===== config.mk =====
export PLATFORM = sky130hd
export DESIGN_NAME = demux_1_8_deser_flat
export DESIGN_NICKNAME = d
export VERILOG_FILES = /design/src/rtl/demux_1_8_deser_if.sv /design/src/rtl/demux_1_8_deser.sv /design/src/flat_wrapper.sv
export SDC_FILE = /design/constraint.sdc
export NUM_CORES = 1
export LEC_CHECK = 0
export ABC_AREA = 1
export CORE_MARGIN = 4
export CORE_UTILIZATION = 48
export CTS_CLUSTER_SIZE = 30
export DETAILED_ROUTE_END_ITERATION = 7
export MAX_ROUTING_LAYER = met4
export PLACE_DENSITY = 0.82
export SETUP_SLACK_MARGIN = 0.4
export SLEW_MARGIN = 30
export SYNTH_ARGS = -nofsm -noshare
export SYNTH_HDL_FRONTEND = slang
export SYNTH_SLANG_ARGS = --single-unit

===== constraint.sdc =====
create_clock -name i_clk -period 2.12 [get_ports i_clk]
set_clock_uncertainty 0.15 [all_clocks]
set_input_delay 0.424 -clock i_clk [delete_from_list [all_inputs] [get_ports i_clk]]
set_output_delay 0.424 -clock i_clk [all_outputs]
set_load 0.05 [all_outputs]

===== src/rtl/demux_1_8_deser_if.sv =====
// Bus interface for the 1-to-8 serial demux/deserializer.
// With DEMUX_DESER_PARITY_EN defined, o_par_err is added to the bus.
interface demux_1_8_deser_if #(
    parameter int SEL_W = 3
);
    localparam int N = 1 << SEL_W;

    logic             i_en;
    logic             i_valid;
    logic             i_f;
    logic [SEL_W-1:0] i_sel_code;
    logic             i_auto;
    logic             i_clr;
    logic [N-1:0]     o_code;
    logic [N-1:0]     o_frame;
    logic             o_frame_valid;
    logic [SEL_W-1:0] o_ptr;
`ifdef DEMUX_DESER_PARITY_EN
    logic             o_par_err;
`endif

    modport master (
        output i_en, i_valid, i_f, i_sel_code, i_auto, i_clr,
`ifdef DEMUX_DESER_PARITY_EN
        input  o_par_err,
`endif
        input  o_code, o_frame, o_frame_valid, o_ptr
    );

    modport slave (
        input  i_en, i_valid, i_f, i_sel_code, i_auto, i_clr,
`ifdef DEMUX_DESER_PARITY_EN
        output o_par_err,
`endif
        output o_code, o_frame, o_frame_valid, o_ptr
    );
endinterface


===== src/rtl/demux_1_8_deser.sv =====
// Sequential 1-to-N demux / deserializer: addressed or auto-pointer bit writes,
// auto mode publishes full frames. DEMUX_DESER_PARITY_EN adds an even-parity beat.
module demux_1_8_deser #(
    parameter int SEL_W    = 3,
    parameter int AUTO_DIR = 0
) (
    input  logic                  i_clk,
    input  logic                  i_rst,
    demux_1_8_deser_if.slave      io_bus
);
    localparam int N = 1 << SEL_W;
    localparam logic [SEL_W-1:0] PTR_START = (AUTO_DIR != 0) ? {SEL_W{1'b1}} : '0;
    localparam logic [SEL_W-1:0] PTR_LAST  = (AUTO_DIR != 0) ? '0 : {SEL_W{1'b1}};

    logic [N-1:0]     r_code;
    logic [N-1:0]     r_frame;
    logic             r_frame_valid;
    logic [SEL_W-1:0] r_ptr;
    logic [N-1:0]     w_code_nxt;
    logic [SEL_W-1:0] w_ptr_step;
    logic             w_wr;
    logic             w_auto_data;

`ifdef DEMUX_DESER_PARITY_EN
    localparam logic [0:0] ST_DATA   = 1'b0;
    localparam logic [0:0] ST_PARITY = 1'b1;
    logic [0:0] r_state;
    logic       r_par_err;
    assign w_auto_data = (r_state == ST_DATA);
    assign io_bus.o_par_err = r_par_err;
`else
    assign w_auto_data = 1'b1;
`endif

    assign w_wr       = io_bus.i_en & io_bus.i_valid;
    assign w_ptr_step = (AUTO_DIR != 0) ? r_ptr - SEL_W'(1) : r_ptr + SEL_W'(1);

    // Working register with this cycle's bit merged in; frame capture uses it too.
    always_comb begin
        w_code_nxt = r_code;
        if (w_wr && !io_bus.i_auto)
            w_code_nxt[io_bus.i_sel_code] = io_bus.i_f;
        else if (w_wr && io_bus.i_auto && w_auto_data)
            w_code_nxt[r_ptr] = io_bus.i_f;
    end

    always_ff @(posedge i_clk) begin
        if (i_rst) begin
            r_code        <= '0;
            r_frame       <= '0;
            r_frame_valid <= 1'b0;
            r_ptr         <= PTR_START;
`ifdef DEMUX_DESER_PARITY_EN
            r_state       <= ST_DATA;
            r_par_err     <= 1'b0;
`endif
        end else begin
            r_frame_valid <= 1'b0;
`ifdef DEMUX_DESER_PARITY_EN
            r_par_err     <= 1'b0;
`endif
            if (io_bus.i_clr) begin
                r_code  <= '0;
                r_ptr   <= PTR_START;
`ifdef DEMUX_DESER_PARITY_EN
                r_state <= ST_DATA;
`endif
            end else if (w_wr) begin
                r_code <= w_code_nxt;
                if (io_bus.i_auto) begin
`ifdef DEMUX_DESER_PARITY_EN
                    // Pointer parks on the last position while the parity beat is pending.
                    if (r_state == ST_PARITY) begin
                        r_frame       <= r_code;
                        r_frame_valid <= 1'b1;
                        r_par_err     <= (^r_code) != io_bus.i_f;
                        r_ptr         <= PTR_START;
                        r_state       <= ST_DATA;
                    end else if (r_ptr == PTR_LAST) begin
                        r_state <= ST_PARITY;
                    end else begin
                        r_ptr <= w_ptr_step;
                    end
`else
                    if (r_ptr == PTR_LAST) begin
                        r_frame       <= w_code_nxt;
                        r_frame_valid <= 1'b1;
                        r_ptr         <= PTR_START;
                    end else begin
                        r_ptr <= w_ptr_step;
                    end
`endif
                end
            end
        end
    end

    assign io_bus.o_code        = r_code;
    assign io_bus.o_frame       = r_frame;
    assign io_bus.o_frame_valid = r_frame_valid;
    assign io_bus.o_ptr         = r_ptr;
endmodule

===== src/flat_wrapper.sv =====
// flat-port wrapper written by rule: the top's interface ports become plain ports
module demux_1_8_deser_flat 
#(
    parameter int SEL_W    = 3,
    parameter int AUTO_DIR = 0
)
  (i_clk, i_rst, io_bus_i_en, io_bus_i_valid, io_bus_i_f, io_bus_i_sel_code, io_bus_i_auto, io_bus_i_clr, io_bus_o_code, io_bus_o_frame, io_bus_o_frame_valid, io_bus_o_ptr);
  demux_1_8_deser_if #(.SEL_W(SEL_W)) io_bus_i ();
  input  logic i_clk;
  input  logic i_rst;
  input wire logic [$bits(io_bus_i.i_en)-1:0] io_bus_i_en;
  input wire logic [$bits(io_bus_i.i_valid)-1:0] io_bus_i_valid;
  input wire logic [$bits(io_bus_i.i_f)-1:0] io_bus_i_f;
  input wire logic [$bits(io_bus_i.i_sel_code)-1:0] io_bus_i_sel_code;
  input wire logic [$bits(io_bus_i.i_auto)-1:0] io_bus_i_auto;
  input wire logic [$bits(io_bus_i.i_clr)-1:0] io_bus_i_clr;
  output wire logic [$bits(io_bus_i.o_code)-1:0] io_bus_o_code;
  output wire logic [$bits(io_bus_i.o_frame)-1:0] io_bus_o_frame;
  output wire logic [$bits(io_bus_i.o_frame_valid)-1:0] io_bus_o_frame_valid;
  output wire logic [$bits(io_bus_i.o_ptr)-1:0] io_bus_o_ptr;
  assign io_bus_i.i_en = io_bus_i_en;
  assign io_bus_i.i_valid = io_bus_i_valid;
  assign io_bus_i.i_f = io_bus_i_f;
  assign io_bus_i.i_sel_code = io_bus_i_sel_code;
  assign io_bus_i.i_auto = io_bus_i_auto;
  assign io_bus_i.i_clr = io_bus_i_clr;
  assign io_bus_o_code = io_bus_i.o_code;
  assign io_bus_o_frame = io_bus_i.o_frame;
  assign io_bus_o_frame_valid = io_bus_i.o_frame_valid;
  assign io_bus_o_ptr = io_bus_i.o_ptr;
  demux_1_8_deser #(.SEL_W(SEL_W), .AUTO_DIR(AUTO_DIR)) u_core (.i_clk(i_clk), .i_rst(i_rst), .io_bus(io_bus_i));
endmodule

======== After elaboration in Yosys (flattened, before gate mapping) ========
Index checks and enable logic that the tools add are counted.
Widths: inputs -> output; s select.
operators by class
  add/sub/neg operators ................... 1
  $mul .................................... 0
  div/mod/pow operators ................... 0
  $lt $le $gt $ge ......................... 4
  eq/ne operators ......................... 1
  shift-type cells ........................ 0
  mux-type cells .......................... 10
  bitwise logic cells ..................... 4
  reduce and logical (&&, ||, !) cells .... 9
operator list
  cell                 number
  $bwmux 8             2
  $mux 8               2
  $lt 3x4->1 const B   2
  $demux 1 s3          2
  $ge 3x1->1 const B   2
  $logic_and 1x1->1    4
  $reduce_and 4->1     1
  $reduce_or 4->1      1
  $add 3x1->3 const B  1
  $eq 3x3->1 const B   1
  $mux 1               3
  $mux 3               1
  $not 1->1            3
  $reduce_and 2->1     1
  $reduce_or 2->1      1
  $and 1x1->1          1
  $logic_not 1->1      1
word-level totals
  register bits ........................... 20
  bits in latches ......................... 0
  bits in writable memories ............... 0
  memory bits (read-only) ................. 0
  input port bits ......................... 10
  output and inout port bits .............. 20
  memories ................................ 0

======== Depth between registers and ports, before layout ========
  depth after elaboration ................. 7
  depth in mapped cells ................... 11

======== Worst setup path before layout ========
No wires, ideal clock.
  path kind ............................... flip-flop to flip-flop
  start ................................... register u_core.r_ptr[1] (netlist: u_core.io_bus.o_ptr[1])
  end ..................................... register u_core.r_frame[5] (netlist: u_core.io_bus.o_frame[5])
  library setup time ...................... 56 ps
  arrival time ............................ 1714 ps
  data required time ...................... 1914 ps
  setup slack ............................. 200 ps
  cell stages (with the launch flop) ...... 12
  buffers on the path ..................... 1
  period minus slack after synthesis ...... 1920 ps
  path through ............................ dfxtp_1 ha_1 ha_1 inv_1 nor2_1 nand2_2 clkinv_2 buf_6 nor2_1 nor2_1 nand2_1 inv_1
on the way
  cells in the longest elaborated chain, start to end .. 7
  elaborated cells between the ends (all ways) .. 10
ends and longest elaborated chain
  element                                                         line                   source
  start: declaration                                              demux_1_8_deser.sv:18  logic [SEL_W-1:0] r_ptr;
  start signal: assignment                                        demux_1_8_deser.sv:90  r_ptr <= w_ptr_step;
  $lt 3x4->1 (implied by the code) or $ge 3x1->1 (tied branches)  demux_1_8_deser.sv:44  w_code_nxt[r_ptr] = io_bus.i_f;
  $logic_and 1x1->1 (implied by the code)                         demux_1_8_deser.sv:44
  $mux 1 (implied by the code)                                    demux_1_8_deser.sv:44
  $demux 1 s3                                                     n/a
  $bwmux 8                                                        demux_1_8_deser.sv:44
  $mux 8                                                          demux_1_8_deser.sv:43  else if (w_wr && io_bus.i_auto && w_auto_data)
  $mux 8                                                          demux_1_8_deser.sv:41  if (w_wr && !io_bus.i_auto)
  end signal: assignment                                          demux_1_8_deser.sv:86  r_frame <= w_code_nxt;
  end: declaration                                                demux_1_8_deser.sv:16  logic [N-1:0] r_frame;
Several ways; a longest one is shown, not always the timed one.
A chain may end at the register's enable or synchronous reset.

======== Worst setup path after layout ========
  start ................................... register u_core.r_code[4] (netlist: u_core.io_bus.o_code[4])
  end ..................................... output io_bus_o_code[4]
RTL lines
  element                   line                   source
  start: declaration        demux_1_8_deser.sv:15  logic [N-1:0] r_code;
  start signal: assignment  demux_1_8_deser.sv:69  r_code <= w_code_nxt;
  end: declaration          flat_wrapper.sv:17     output wire logic [$bits(io_bus_i.o_code)-1:0] io_bus_o_code;
No word-level cell between the ends.

==> out/results.ini <==
[drt]
routed_wire_length_per_instance_um=11.5
detail_route.vias_per_cell=5.11
ant_nets=0
remaining_drc_errors=0
drt-initial-drc-count=50
firstDrtPassIters=4
wl_um=2790
detailroute.via_count=1236

[yosys]
synth_nets=193
synth_seq_cells=20
portion_of_the_post_synthesis_area_used_by_sequential_elements_pct=34.8
postSynthAreaPerCell_um2=6.35
syn_area_um2=1150
synth_unique_cells=18
synthesis.instances=181
yosysWarnings=0

[min_path]
hold_end=u_core.io_bus.o_frame[5]
min-delay-start=u_core.io_bus.o_frame[5]
hold-path-cell-count=4
hold_path_class=reg2reg

[final_layout]
final_layout_size_suffix_gt1_share_pct=18.2
postLayoutCellArea_um2=1550
final_common_cell=nand3_1
num-nets-final=227
mostFrequentLayoutCells=nand3_1 (33), nand2_1 (32), nor2_1 (28)
fill_cells=205
layout-area-overhead-vs-synth_pct=34.4
num_antenna_cells=0
fraction_of_the_core_area_covered_by_cells_at_the_end_of_the_flow_pct=68.5

[placed_design]
detailed_place_hpwl_um=2130
buffer_ports.inserted=29
dpl-instance-area_um2=1450
final_replace_weighted_congestion=0.851

[setup_path]
critPathSlowestCell=dfxtp_1
reg2reg_depth=10
cp.arrival_ns=1.08
crit_buf_inv=1
critPathKind=reg2out
path_cells=clkdlybuf4s15_2
timing.critical_path.slowest_cell_delay_ns=0.39
cp-start-kind=flip-flop
endpoint_kind=output port
kind_of_cell_adding_the_most_delay_to_the_critical_path=flip-flops
startpoint=u_core.io_bus.o_code[4]
r2r_slack_ns=0.51
timing.critical_path.required_ns=1.55
worstReg2RegEnd=u_core.io_bus.o_frame[6]
critical_path.reg2reg.startpoint=u_core.io_bus.o_ptr[0]
stages_on_the_worst_setup_path=1
path_max_fanout=3

[clock_network]
clock_latency_of_the_later_clocked_register_in_the_worst_skew_pair_ns=0.30
htreeDepth=1
clock_path_buffers=2
cts_tree=yes
ctsRootBufferMaster=clkbuf_4
clk_pin_slew_worst_paths_ns=0.12
cts_buffers=3
tritoncts_num_sinks=20

[die]
rows=17
start_util_pct=51.0
fp.dieArea_um2=3240
top_level_ports=30
die_width_um=56.9
chipHeight_um=56.9
core_area_um2=2250

[sta]
setup-violations-final=0
final.setup.tns_ns=0
rsz0062_at_grt=yes
finalHoldViolCount=0
slew_headroom_pct=77.6
timing.final.crit_share_pct=78.2
fmax_mhz=603
fin_crit_period_ns=1.66
worst_pin_slew_ns=0.336
finalMaxSlewViolations=0
hold_slack_ns=0.424

[global_routing]
grt_pass1_vias=1091
grt_pass1_wl_um=4660
grt_start_max_net_pins=17
groute.usage.overall_pct=18.2
antenna_violations_before_repair=0
gr-total-overflow=0

[power_and_ir_drop]
power_total_uw=773
power_density_nw_per_um2=500
static-leakage-power_nw=0.654
vdd_ir_drop_max_mv=0.523

[job]
cap_viol_max_count=0

[status]
status=complete, no violations

==> routing by layer <==
metal	track usage (%)	part of all wire (%)	wire, um	vias up
met4	2.32	0.57	16	0
met3	4.75	6.6	185	2
met2	31.2	49	1370	47
met1	21.9	44	1210	539
li1	-	-	-	648
met5	-	0	0	-
==> stage by stage <==
step | cells | worst slack, ns
after floorplan | 181 | 0.427
after global placement | 235 | 0.174
after detailed placement | 235 | 0.132
after CTS | 239 | 0.424
after global routing | 242 | 0.397
final | 242 | 0.461
==> worst max path at each step <==
stage	end	slack, ns
floorplan	u_core.io_bus.o_frame[5]	0.43
global placement	u_core.io_bus.o_frame[3]	0.17
detailed placement	u_core.io_bus.o_frame[3]	0.13
CTS	io_bus_o_frame_valid	0.42
global route	u_core.io_bus.o_frame[1]	0.40
finish	io_bus_o_code[4]	0.46
==> state kept, by name, indices dropped and copies added, names as in the netlist <==
signal	count
u_core.io_bus.o_code	8
u_core.io_bus.o_frame	8
u_core.io_bus.o_frame_valid	1
u_core.io_bus.o_ptr	3
==> logic make-up after synthesis <==
family	share of synthesized area, %
buffers and inverters	13.7
DFF	34.8
AOI/OAI and AO/OA	13.9
adders and majority gates	2.18
and+or+nand+nor	35.4
==> power breakdown <==
group / total [mW] / internal, mW / switching (mW)
clock: 0.311 / 0.191 / 0.120
sequential: 0.378 / 0.376 / 0.00216
combinational: 0.0834 / 0.0324 / 0.0510
==> layout make-up <==
class	instances	area, um^2	area share, %
clock buffers	3	22.5	1.46
clock inverters	1	30.0	1.94
inverters	27	106	6.88
multi-input cells	127	592	38.3
flip-flops and latches	20	409	26.5
well taps	28	35.0	2.27
repair buffers	35	344	22.3
repair inverters	1	6.26	0.405
==> cell usage after synthesis <==
library cell / number / area (um^2)
nand2_1: 32 / 120
o21ai_1: 3 / 15.0
ha_1: 2 / 25.0
nor2_1: 28 / 105
buf_4: 3 / 22.5
buf_2: 2 / 10.0
a21oi_1: 15 / 75.1
nand3_1: 33 / 165
o21bai_1: 2 / 15.0
buf_6: 2 / 22.5
inv_1: 24 / 90.1
nand3_2: 1 / 10.0
a211oi_1: 2 / 15.0
dfxtp_1: 20 / 400
o21ai_0: 8 / 40.0
nand2_2: 1 / 6.26
inv_2: 2 / 7.51
clkinv_2: 1 / 5.00
==> timing repair <==
| item | in CTS | in global routing |
|---|---|---|
| hold endpoints to repair | 0 | 0 |
| setup buffers | 0 | 2 |
| gates cloned | 0 | 1 |
| hold buffers | 0 | 0 |
| endpoints found under the setup margin | 22 | 11 |
| pin swaps | 0 | 1 |
| resized for setup | 57 | 6 |
Power figures use the tool's default switching activity.
